==> config.mk <==
export PLATFORM = sky130hd
export DESIGN_NAME = reset_sequencer
export DESIGN_NICKNAME = d
export VERILOG_FILES = /design/src/rtl/reset_sequencer.sv
export SDC_FILE = /design/constraint.sdc
export NUM_CORES = 1
export LEC_CHECK = 0
export BUFFER_PORTS_ARGS = -buffer_cell sky130_fd_sc_hd__buf_4
export CORE_AREA = 5 5 63 65
export DETAILED_ROUTE_END_ITERATION = 12
export DIE_AREA = 0 0 68 70
export PLACE_DENSITY = 0.66
export SLEW_MARGIN = 20
export SYNTH_ARGS = -nofsm -noshare
export SYNTH_HDL_FRONTEND = slang
export SYNTH_SLANG_ARGS = --single-unit
==> constraint.sdc <==
create_clock -name io_mainClk -period 2.36 [get_ports io_mainClk]
set_input_delay 0.236 -clock io_mainClk [delete_from_list [all_inputs] [get_ports io_mainClk]]
set_output_delay 0.236 -clock io_mainClk [all_outputs]
set_load 0.05 [all_outputs]
==> src/rtl/reset_sequencer.sv <==
// Reset sequencer: debounced reset requests, PLL-lock supervision, programmable hold and
// staggered per-domain release with a sticky cause register. Optional watchdog: RESET_SEQ_WATCHDOG_EN.
module reset_sequencer #(
  parameter int unsigned              NUM_SOURCES      = 2,
  parameter logic [NUM_SOURCES-1:0]   SOURCE_EDGE_MASK = 2'b01,
  parameter int unsigned              DEBOUNCE_CYCLES  = 4,
  parameter int unsigned              HOLD_CYCLES      = 255,
  parameter int unsigned              NUM_DOMAINS      = 2,
  parameter int unsigned              STAGGER_CYCLES   = 16,
  parameter int unsigned              WDT_WIDTH        = 24
) (
  input  logic                     io_mainClk,
  input  logic                     io_asyncReset_n,
  input  logic                     io_pllLocked,
  input  logic [NUM_SOURCES-1:0]   io_resetReq,
  input  logic                     io_causeClear,
`ifdef RESET_SEQ_WATCHDOG_EN
  input  logic                     io_wdtEnable,
  input  logic                     io_wdtKick,
`endif
  output logic [NUM_DOMAINS-1:0]   io_resetOut,
  output logic [NUM_SOURCES+1:0]   io_resetCause,
  output logic                     io_busy
);

  localparam int unsigned DebW    = (DEBOUNCE_CYCLES > 1) ? $clog2(DEBOUNCE_CYCLES) : 1;
  localparam int unsigned HoldW   = $clog2(HOLD_CYCLES + 1);
  localparam int unsigned StagMax = (NUM_DOMAINS - 1) * STAGGER_CYCLES;
  localparam int unsigned StagW   = (StagMax > 0) ? $clog2(StagMax + 1) : 1;

  localparam logic [DebW-1:0]  DebLast  = DebW'(DEBOUNCE_CYCLES - 1);
  localparam logic [HoldW-1:0] HoldLast = HoldW'(HOLD_CYCLES - 1);
  localparam logic [HoldW-1:0] HoldSat  = HoldW'(HOLD_CYCLES);
  localparam logic [StagW-1:0] StagLast = StagW'(StagMax);

  if (DEBOUNCE_CYCLES < 1 || HOLD_CYCLES < 1 || STAGGER_CYCLES < 1 || WDT_WIDTH < 1 ||
      NUM_SOURCES < 1 || NUM_DOMAINS < 1) begin : g_bad_param
    $error("reset_sequencer: count and width parameters must be >= 1");
  end

  typedef enum logic [2:0] {
    StReset,
    StWaitLock,
    StHold,
    StRelease,
    StRun
  } state_e;

  state_e                 state_q, state_d;
  logic [HoldW-1:0]       hold_q, hold_d;
  logic [StagW-1:0]       stag_q, stag_d;
  logic [NUM_DOMAINS-1:0] out_q, out_d;
  logic [NUM_SOURCES+1:0] cause_q, cause_d, set_bits;
  logic [NUM_SOURCES:0]   sync1_q, sync2_q;
  logic [NUM_SOURCES-1:0] req_s, src_event;
  logic                   lock_s, lock_lost, any_event, wdt_event;
  int unsigned            stag_int;

  // Top bit carries the PLL lock, the rest the reset requests.
  always_ff @(posedge io_mainClk or negedge io_asyncReset_n) begin
    if (!io_asyncReset_n) begin
      sync1_q <= '0;
      sync2_q <= '0;
    end else begin
      sync1_q <= {io_pllLocked, io_resetReq};
      sync2_q <= sync1_q;
    end
  end

  assign req_s  = sync2_q[NUM_SOURCES-1:0];
  assign lock_s = sync2_q[NUM_SOURCES];

  for (genvar i = 0; i < NUM_SOURCES; i++) begin : g_src
    logic [DebW-1:0] cnt_q, cnt_d;
    logic            deb_q, deb_d;

    always_comb begin
      cnt_d = '0;
      deb_d = deb_q;
      if (req_s[i] != deb_q) begin
        if (cnt_q == DebLast) deb_d = req_s[i];
        else                  cnt_d = cnt_q + 1'b1;
      end
    end

    always_ff @(posedge io_mainClk or negedge io_asyncReset_n) begin
      if (!io_asyncReset_n) begin
        cnt_q <= '0;
        deb_q <= 1'b0;
      end else begin
        cnt_q <= cnt_d;
        deb_q <= deb_d;
      end
    end

    if (SOURCE_EDGE_MASK[i]) begin : g_edge
      logic deb_prev_q;
      always_ff @(posedge io_mainClk or negedge io_asyncReset_n) begin
        if (!io_asyncReset_n) deb_prev_q <= 1'b0;
        else                  deb_prev_q <= deb_q;
      end
      // Fires on release of the (debounced) button.
      assign src_event[i] = deb_prev_q & ~deb_q;
    end else begin : g_level
      assign src_event[i] = deb_q;
    end
  end

`ifdef RESET_SEQ_WATCHDOG_EN
  logic [WDT_WIDTH-1:0] wdt_q, wdt_d;

  always_comb begin
    wdt_d = '0;
    if (state_q == StRun) begin
      if (io_wdtKick)                    wdt_d = '0;
      else if (io_wdtEnable && !(&wdt_q)) wdt_d = wdt_q + 1'b1;
      else                               wdt_d = wdt_q;
    end
  end

  always_ff @(posedge io_mainClk or negedge io_asyncReset_n) begin
    if (!io_asyncReset_n) wdt_q <= '0;
    else                  wdt_q <= wdt_d;
  end

  assign wdt_event = (state_q == StRun) && (&wdt_q);
`else
  assign wdt_event = 1'b0;
`endif

  assign any_event = (|src_event) | wdt_event;
  assign lock_lost = ~lock_s && (state_q inside {StHold, StRelease, StRun});
  assign stag_int  = 32'(stag_q);

  always_comb begin
    state_d = state_q;
    hold_d  = '0;
    stag_d  = '0;
    out_d   = '1;
    unique case (state_q)
      StReset:    state_d = StWaitLock;
      StWaitLock: if (lock_s) state_d = StHold;
      StHold: begin
        if (!lock_s) begin
          state_d = StWaitLock;
        end else if (!any_event) begin
          if (hold_q == HoldLast) state_d = StRelease;
          else                    hold_d  = (hold_q == HoldSat) ? hold_q : hold_q + 1'b1;
        end
      end
      StRelease: begin
        if (!lock_s) begin
          state_d = StWaitLock;
        end else if (any_event) begin
          state_d = StHold;
        end else begin
          stag_d = (stag_q == StagLast) ? stag_q : stag_q + 1'b1;
          for (int unsigned k = 0; k < NUM_DOMAINS; k++) begin
            out_d[k] = (stag_int < k * STAGGER_CYCLES);
          end
          if (stag_q >= StagLast) state_d = StRun;
        end
      end
      StRun: begin
        if (!lock_s)        state_d = StWaitLock;
        else if (any_event) state_d = StHold;
        else                out_d   = '0;
      end
      default: state_d = StReset;
    endcase
  end

  // A cause being set in the clearing cycle survives the clear.
  always_comb begin
    set_bits                   = '0;
    set_bits[NUM_SOURCES-1:0]  = src_event;
    set_bits[NUM_SOURCES]      = lock_lost;
    set_bits[NUM_SOURCES+1]    = wdt_event;
    cause_d = io_causeClear ? set_bits : (cause_q | set_bits);
  end

  always_ff @(posedge io_mainClk or negedge io_asyncReset_n) begin
    if (!io_asyncReset_n) begin
      state_q <= StReset;
      hold_q  <= '0;
      stag_q  <= '0;
      out_q   <= '1;
      cause_q <= '0;
    end else begin
      state_q <= state_d;
      hold_q  <= hold_d;
      stag_q  <= stag_d;
      out_q   <= out_d;
      cause_q <= cause_d;
    end
  end

  assign io_resetOut   = out_q;
  assign io_resetCause = cause_q;
  assign io_busy       = (state_q != StRun);

endmodule

Word-level counts from Yosys, hierarchy flattened:

Cells that the tools add are included.

* add/subtract/negate cells: 4
* $lt $le $gt $ge: 3
* equal/unequal tests: 19
* multiplexer cells: 29
* bitwise logic cells: 4
* reduce and logical (&&, ||, !) cells: 7

Operator list (number)
* 8-bit 2-to-1 mux: 5
* 3-bit 2-to-1 mux: 9
* 5-bit 2-to-1 mux: 4
* 8-bit equality test, second input constant: 2
* 2-bit 2-to-1 mux: 8
* 3-bit case mux with 5 select lines: 1
* 3-bit inequality test, second input constant: 3
* 8-bit by 1-bit adder with 8-bit output, second input constant: 1
* 3-bit by 2-bit equality test with 1-bit output, second input constant: 2
* 5-bit by 1-bit adder with 5-bit output, second input constant: 1
* 5-bit equality test, second input constant: 1
* 5-bit >= comparator, second input constant: 1
* 5-bit by 1-bit < comparator with 1-bit output, second input constant: 1
* 5-bit < comparator, second input constant: 1
* 5-bit inequality test, second input constant: 1
* 5-bit AND reduction: 1
* 2-bit by 1-bit adder with 2-bit output, second input constant: 2
* 2-bit equality test, second input constant: 2
* 4-bit 2-to-1 mux: 1
* 4-bit by 3-bit inequality test with 1-bit output, second input constant: 1
* 4-bit inequality test, second input constant: 1
* 4-bit by 3-bit bitwise OR with 4-bit output: 1
* 2-bit case mux with 2 select lines: 1
* 2-bit AND reduction: 2
* other kinds (11): 13

* register bits: 35
* input port bits: 6
* output and inout bits: 7

Logic depth before layout (Yosys ltp):

Gate-level depths: netlist of run 1.

* word-level depth: 6
* mapped depth: 5
* gate-level depth less buffers: 5

Worst setup path before layout of run 1:

No wires, ideal clock.

* path kind: register to register
* start point: register hold_q[0]
* end point: register hold_q[5]
* library setup time: 0.079 ns
* arrival time: 1.359 ns
* data required time: 2.281 ns
* path slack: 0.922 ns
* cell stages (with the launch flop): 6
* clock period less this slack: 1.438 ns
* cells stage by stage: dfrtp_1 ha_1 and3_1 clkbuf_2 a211oi_2 mux2i_1

* longest elaborated chain between the ends: 6

RTL lines
* start, declared: line 50 `logic [HoldW-1:0] hold_q, hold_d;`
* start signal, assigned: line 191 `hold_q <= hold_d;`
* 8-bit by 1-bit adder with 8-bit output: line 148 `else hold_d = (hold_q == HoldSat) ? hold_q : hold_q + 1'b1;`
* 8-bit 2-to-1 mux: line 148
* 8-bit 2-to-1 mux: line 147 `if (hold_q == HoldLast) state_d = StRelease;`
* 8-bit 2-to-1 mux: line 146 `end else if (!any_event) begin`
* 8-bit 2-to-1 mux: line 144 `if (!lock_s) begin`
* 8-bit 2-to-1 mux: line 140 `unique case (state_q)`

Several ways; a longest one is shown, not always the timed one. The select of a mux whose other input is x is not followed.
A chain may end at the register's enable or synchronous reset.

Worst setup path in the final report of run 1:

* start point: register state_q[2]
* end point: output port io_busy

* longest elaborated chain between the ends: 1

RTL lines
* start, declared: line 49 `state_e state_q, state_d;`
* start signal, assigned: line 184 `state_q <= StReset;`
* start signal, assigned: line 190 `state_q <= state_d;`
* 3-bit inequality test: line 200 `assign io_busy = (state_q != StRun);`
* end, declared: line 23 `output logic io_busy`

Every way passes these cells.

==> results.py, run 1 <==
metrics = {
    "grt": {
        "grt_max_degree": 35,
        "busiest_layer": "met2",
        "track_usage_pct": 12.86,
        "antenna_found_initial": 0,
        "overflow": 0,
        "grt_pass1_vias": 1139,
        "grt_first_pass_wirelength_um": 4726,
        "gr-usage-met2_pct": 21.41,
        "met1_usage_pct": 14.61,
        "grtUsageMet3_pct": 4.006,
    },
    "pwr": {
        "p_leak_uw": 0.0007640,
        "switching_share_pct": 35.12,
        "power_switching_uw": 535.6,
        "clkPwrFrac_pct": 22.1,
        "combinationalPowerShare_pct": 26.8,
        "power.internal_uw": 989.6,
        "p_per_area_nw_per_um2": 852.4,
        "peakVddDrop_mv": 0.3579,
        "p_seq_share_pct": 51.1,
    },
    "clock_network": {
        "cts_tree": "yes",
        "ctsHtreeMaxLevel": 2,
        "cts_sinks": 34,
        "insertion_delay_ps": 330,
        "clk_path_buf_depth": 2,
        "cts_buffers": 5,
        "clk_pin_slew_ps": 110,
        "cts_root_buf": "clkbuf_4",
    },
    "sta": {
        "fin_hold_ws_ps": 169.0,
        "hold_viol_final": 0,
        "worst_clock_skew_ps": 12.84,
        "report.final.slew_viol_count": 0,
        "rsz0062_at_grt": "false",
        "setup_viol": 0,
        "min_period_over_period_pct": 75.54,
        "fmax_mhz": 560.9,
        "fin_setup_tns_ps": 0,
        "period_needed_ps": 1783,
    },
    "finish": {
        "design_area_um2": 1789,
        "n_antenna_cell": 0,
        "fin_nets": 171,
        "drive_gt1_share_pct": 16.25,
        "final_util_pct": 54.48,
        "final_cell_mix": "dfrtp_1 (32), buf_4 (11), inv_1 (9), nor2_1 (9), nor3_1 (9)",
        "area_growth_pct": 13.04,
        "final_common_cell": "dfrtp_1",
    },
    "route": {
        "ant_nets": 0,
        "wirelength_um": 2748,
        "drt_first_iter_violations": 64,
        "dr_total_vias": 1132,
        "viasPerCell": 5.495,
        "wl_per_cell_um": 13.34,
        "drc": 0,
        "dr.pass1.iters": 5,
    },
    "hold_path": {
        "hold_path.startpoint": "io_causeClear",
        "min_path_type": "primary input to register",
    },
    "worst_setup_path": {
        "rr_startpoint": "hold_q[0]$_DFFE_PN0P_",
        "reg2reg_slack_ps": 840,
        "critical_path_class": "register to output port",
        "end_kind": "output port",
        "crit_start": "state_q[2]$_DFFE_PN0P_",
        "start_kind": "register",
        "critPathMaxFanout": 9,
        "cp.required_ps": 2120,
        "arrival_ps": 1550,
    },
    "logic_synthesis": {
        "synth-seq-cells": 34,
        "ys_seq_area_share_pct": 53.91,
        "yosys.cell_types.count": 43,
        "synth_area_um2": 1583,
        "syn_avg_cell_area_um2": 11.07,
        "ys_warn_count": 0,
        "syn-instance-count": 143,
        "synth_nets": 155,
    },
    "floorplan": {
        "die_area_um2": 4760,
        "num_rows": 21,
        "dieWidth_um": 68,
        "coreArea_um2": 3284,
        "ios": 13,
        "die_h_um": 70,
        "initial_core_util_pct": 48.19,
    },
    "run": {
        "drv_cap": 0,
    },
    "run_status": {
        "status": "finished, final reports clean",
    },
    "placed_design": {
        "placed_area_um2": 1685,
        "gp_congestion": 0.8250,
        "dp_hpwl_um": 1951,
        "numPortBuffers": 11,
    },
}
==> registers in the layout, indices dropped and copies added, names as in the netlist <==
register,count
io_resetCause,3
io_resetOut,2
stag_q,5
sync2_q,3
state_q,3
sync1_q,3
hold_q,8
g_src.cnt_q,4
g_src.g_edge.deb_prev_q,1
g_src.deb_q,2
==> cells by family after synthesis <==
kind of cell,count (synthesis),synth area share (%)
mux,3,1.976
other cells,1,0.2369
simple gates,51,18.02
compound gates,28,13.83
xor+xnor,5,2.767
buf+inv,15,4.505
flops,34,53.91
fa+ha+maj,6,4.743
==> synth_stat cells, drive strengths merged <==
| cell | n | area, µm² |
|---|---|---|
| or3 | 1 | 6.260 |
| a31oi | 2 | 12.51 |
| a211oi | 3 | 27.52 |
| and4 | 1 | 8.760 |
| a221oi | 1 | 8.760 |
| nand3 | 7 | 35.03 |
| nor4b | 1 | 8.760 |
| nand2 | 6 | 22.52 |
| clkbuf | 1 | 5.000 |
| ha | 6 | 75.07 |
| o21ai | 3 | 15.01 |
| and4bb | 2 | 25.02 |
| a21oi | 6 | 30.03 |
| xnor2 | 3 | 26.28 |
| nor3b | 1 | 7.510 |
| o21a | 1 | 7.510 |
| o31ai | 1 | 7.510 |
| and3b | 1 | 8.760 |
| buf | 5 | 32.53 |
| dfstp | 2 | 52.55 |
| and3 | 2 | 12.51 |
| inv | 9 | 33.78 |
| nor2b | 5 | 31.28 |
| a32o | 1 | 10.01 |
| or3b | 1 | 8.760 |
| o211ai | 2 | 15.01 |
| nor2 | 9 | 33.78 |
| nand2b | 2 | 12.51 |
| nor3 | 9 | 45.04 |
| o2111ai | 2 | 35.04 |
| o2bb2ai | 1 | 8.760 |
| a21o | 3 | 22.52 |
| mux2 | 1 | 11.26 |
| xor2 | 2 | 17.52 |
| a41o | 1 | 10.01 |
| dfrtp | 32 | 800.8 |
| mux2i | 2 | 20.02 |
| conb | 1 | 3.750 |
| o41ai | 1 | 8.760 |
| nand4 | 3 | 18.77 |
==> path summary, 6_finish.rpt <==
kind / end / cells after the start
min in group asynchronous: state_q[0]$_DFFE_PN0P_ / 2
min reg2reg: sync2_q[1]$_DFF_PN0_ / 0
max reg2reg: hold_q[5]$_DFFE_PN0P_ / 4
max: io_busy / 3
max in group asynchronous: io_resetOut[1]$_DFF_PN1_ / 2
min: io_resetCause[2]$_DFF_PN0_ / 3
==> per-stage QoR <==
| step | cells | setup WS, ps | power, µW |
|---|---|---|---|
| floorplan | 143 | 922.1 | 1082 |
| global placement | 194 | 942.1 | 1171 |
| detailed placement | 194 | 861.6 | 1195 |
| CTS | 206 | 577.0 | 1546 |
| global route | 206 | 479.1 | 1629 |
| finish | 206 | 577.2 | 1525 |
==> worst max-delay path, cell delays in order (launching register included) <==
cell and delay (ps):
dfrtp_1 500, nor3b_1 430, inv_1 70, buf_4 200
==> power groups by stage <==
stage                     Sequential [µW]  Clock [µW]  Combinational, µW
final                                 779         338                409
after detailed placement              791           0                404
after global placement                782           0                389
after CTS                             780         351                415
after floorplan                       830           0                252
after global routing                  796         378                455
==> metal layers <==
metal	vias up	share of wire (%)	wire length [µm]
met5	-	0	0
met4	0	1.5	40
met3	5	4.5	124
met2	31	52	1424
met1	552	42	1160
li1	544	-	-
==> cell type report <==
class	instances	area, µm²
Timing Repair Buffer	15	122.6
Fill cell	278	1495
Clock buffer	6	51.30
Clock inverter	2	12.51
Multi-Input combinational cell	94	658.1
Tap cell	46	57.56
Inverter	9	33.78
Sequential cell	34	853.3
==> repair_timing <==
item,in CTS,in global routing
endpoints found under the hold margin,35,0
setup buffers,0,0
hold buffers,4,0
gates resized for setup,0,0
(Power assumes the default switching activity.)
==> run 2: changes to the inputs <==
--- a/config.mk
+++ b/config.mk
@@ -5,11 +5,12 @@
 export SDC_FILE = /design/constraint.sdc
 export NUM_CORES = 1
 export LEC_CHECK = 0
+export ABC_AREA = 1
 export BUFFER_PORTS_ARGS = -buffer_cell sky130_fd_sc_hd__buf_4
-export CORE_AREA = 5 5 63 65
+export CORE_AREA = 5 5 65 67
 export DETAILED_ROUTE_END_ITERATION = 12
-export DIE_AREA = 0 0 68 70
-export PLACE_DENSITY = 0.66
+export DIE_AREA = 0 0 70 72
+export PLACE_DENSITY = 0.68
 export SLEW_MARGIN = 20
 export SYNTH_ARGS = -nofsm -noshare
 export SYNTH_HDL_FRONTEND = slang
==> constraint.sdc (replaced) <==
create_clock -name io_mainClk -period 1.5 [get_ports io_mainClk]
set_input_delay 0.15 -clock io_mainClk [delete_from_list [all_inputs] [get_ports io_mainClk]]
set_output_delay 0.15 -clock io_mainClk [all_outputs]
set_load 0.05 [all_outputs]
==> results.py, run 2 <==
metrics = {
    "grt": {
        "overflow": 0,
        "grt_pass1_vias": 1201,
        "grt_max_degree": 35,
        "track_usage_pct": 13.07,
        "antenna_found_initial": 0,
        "grt_first_pass_wirelength_um": 5223,
    },
    "finish": {
        "n_antenna_cell": 0,
        "area_growth_pct": 19.23,
        "design_area_um2": 2017,
        "regMostFlops": "hold_q",
        "largestRegisters": "hold_q: 8 flops, stag_q: 5 flops, g_src.cnt_q: 4 flops",
        "drive_gt1_share_pct": 26.57,
        "largest_reg_flops": 8,
        "fin_nets": 218,
        "final_cell_mix": "nand2_1 (31), dfrtp_1 (31), inv_1 (28), buf_4 (14), nand3_1 (13)",
    },
    "worst_setup_path": {
        "start_kind": "register",
        "worstRegToRegCells": 7,
        "end_kind": "output port",
        "r2r_end": "hold_q[3]$_DFFE_PN0P_",
        "cp_top_family": "flip-flops",
        "reg2reg_slack_ps": 130,
        "cp.required_ps": 1350,
        "rr_startpoint": "hold_q[0]$_DFFE_PN0P_",
        "critical_path_buf_inv_count": 1,
        "arrival_ps": 1260,
        "slowest_stage": "dfrtp_1",
        "path_cells": "nor2_2 -> nand2_2 -> buf_4",
        "critical_path_class": "register to output port",
        "cpPeakStageDelay_ps": 460,
        "critPathMaxFanout": 5,
    },
    "route": {
        "ant_nets": 0,
        "wl_per_cell_um": 11.31,
        "dr.pass1.iters": 4,
        "viasPerCell": 4.729,
        "wirelength_um": 2883,
        "drc": 0,
        "drt_first_iter_violations": 39,
        "dr_total_vias": 1206,
    },
    "hold_path": {
        "min_path_type": "primary input to async pin",
    },
    "placed_design": {
        "numPortBuffers": 11,
        "dp_hpwl_um": 2126,
        "gp_congestion": 0.8274,
        "placed_area_um2": 1827,
    },
    "floorplan": {
        "die_area_um2": 5040,
        "dieWidth_um": 70,
        "coreArea_um2": 3578,
        "die_h_um": 72,
        "ios": 13,
        "num_rows": 22,
        "initial_core_util_pct": 47.27,
    },
    "clock_network": {
        "clk_path_buf_depth": 2,
        "cts_sinks": 34,
        "cts_root_buf": "clkbuf_4",
        "clk_pin_slew_ps": 110,
        "ctsHtreeMaxLevel": 2,
        "insertion_delay_ps": 340,
        "cts_buffers": 5,
        "cts_tree": "yes",
    },
    "sta": {
        "hold_viol_final": 0,
        "fin_setup_tns_ps": 0,
        "report.final.slew_viol_count": 0,
        "min_period_over_period_pct": 93.95,
        "fin_hold_ws_ps": 278.6,
        "rsz0062_at_grt": "false",
        "worst_clock_skew_ps": 4.476,
        "period_needed_ps": 1409,
        "setup_viol": 0,
        "fmax_mhz": 709.6,
    },
    "pwr": {
        "total_power_uw": 3193,
        "combinationalPowerShare_pct": 34.6,
        "peakVddDrop_mv": 0.9695,
        "clkPwrFrac_pct": 26.8,
        "power_switching_uw": 1169,
        "switching_share_pct": 36.61,
        "p_leak_uw": 0.001031,
        "p_per_area_nw_per_um2": 1583,
        "power.internal_uw": 2024,
        "p_seq_share_pct": 38.6,
    },
    "logic_synthesis": {
        "ys_warn_count": 0,
        "ys_top_cells_by_count": "dfrtp_1 (32), nand2_1 (32), inv_1 (28), nand3_1 (13), nor2_1 (13)",
        "yosys.area.top_type": "dfrtp_1",
        "synth-seq-cells": 34,
        "synth_flop_cell": "dfrtp_1",
        "synth_area_um2": 1692,
        "synth_nets": 193,
        "synth_top_area_share_pct": 47.34,
        "synthTopCellsByArea": "dfrtp_1 (47%), nand2_1 (7.1%), inv_1 (6.2%)",
        "ys_seq_area_share_pct": 50.44,
        "synthArstFlopShare_pct": 100.0,
        "syn_avg_cell_area_um2": 9.346,
        "syn-instance-count": 181,
        "synth-edff-count": 0,
        "yosys.cell_types.count": 28,
    },
    "run_status": {
        "status": "finished, final reports clean",
    },
    "run": {
        "drv_cap": 0,
    },
}
-- run 2: cell count changes after synthesis, moves of 6 or more --
cell and change:
inv_1 +19, nand2_1 +26, nand2_2 +7, nand3_1 +6, nor2_2 +6
-- run 2: worst max-delay path by stage --
stage,startpoint,end,cells past startpoint
after floorplan,state_q[0]$_DFFE_PN0P_,state_q[0]$_DFFE_PN0P_,6
after global placement,hold_q[0]$_DFFE_PN0P_,hold_q[3]$_DFFE_PN0P_,7
after detailed placement,hold_q[0]$_DFFE_PN0P_,hold_q[0]$_DFFE_PN0P_,9
after CTS,state_q[0]$_DFFE_PN0P_,io_busy,3
after global routing,hold_q[1]$_DFFE_PN0P_,hold_q[3]$_DFFE_PN0P_,7
final,state_q[1]$_DFFE_PN0P_,io_busy,3
-- run 2: layer usage --
metal | vias up | global-route usage (%) | share of wire [%]
met5 | - | 0 | 0
met1 | 567 | 13.78 | 41
li1 | 619 | - | -
met3 | 4 | 4.155 | 3.5
met4 | 0 | 6.383 | 2.1
met2 | 16 | 23.61 | 53
-- run 2: layout make-up --
class | count | area [µm²]
well taps | 48 | 60.06
multi-input cells | 116 | 728.2
fillers | 323 | 1562
clock inverters | 3 | 68.82
inverters | 30 | 112.6
clock buffers | 5 | 37.54
repair buffers | 19 | 155.1
flip-flops and latches | 34 | 854.6
-- run 2: kinds of logic after synthesis --
kind of cell,share of synthesized area (%)
adders and majority gates,4.438
buffers and inverters,7.101
other,0.2217
and+or+nand+nor,29.44
xor gates and xnor gates,2.589
AOI/OAI and AO/OA,5.770
DFF,50.44
-- run 2: repair_timing --
action	4_1_cts	5_1_grt
gates resized for setup	2	2
endpoints found under the setup margin	1	6
hold buffers	5	0
setup buffers	0	3
cloned	0	0
hold endpoints to repair	38	0
-- run 2: metrics by stage --
stage / worst slack [ps] / std cells / util, %
after floorplan: 23.88 / 181 / -
final: 90.68 / 255 / 56.36
after detailed placement: 95.20 / 239 / 51.05
after global placement: 167.1 / 239 / 51.05
after global routing: 1.760 / 255 / 56.36
after CTS: 6.990 / 252 / 55.52
-- run 2: power by group through the flow --
| stage | Combinational, µW | Sequential [µW] | Clock (µW) |
|---|---|---|---|
| global placement | 1010 | 1240 | 0 |
| global route | 1240 | 1260 | 927 |
| floorplan | 659 | 1390 | 0 |
| finish | 1100 | 1230 | 855 |
| CTS | 1070 | 1240 | 880 |
| detailed placement | 1050 | 1260 | 0 |
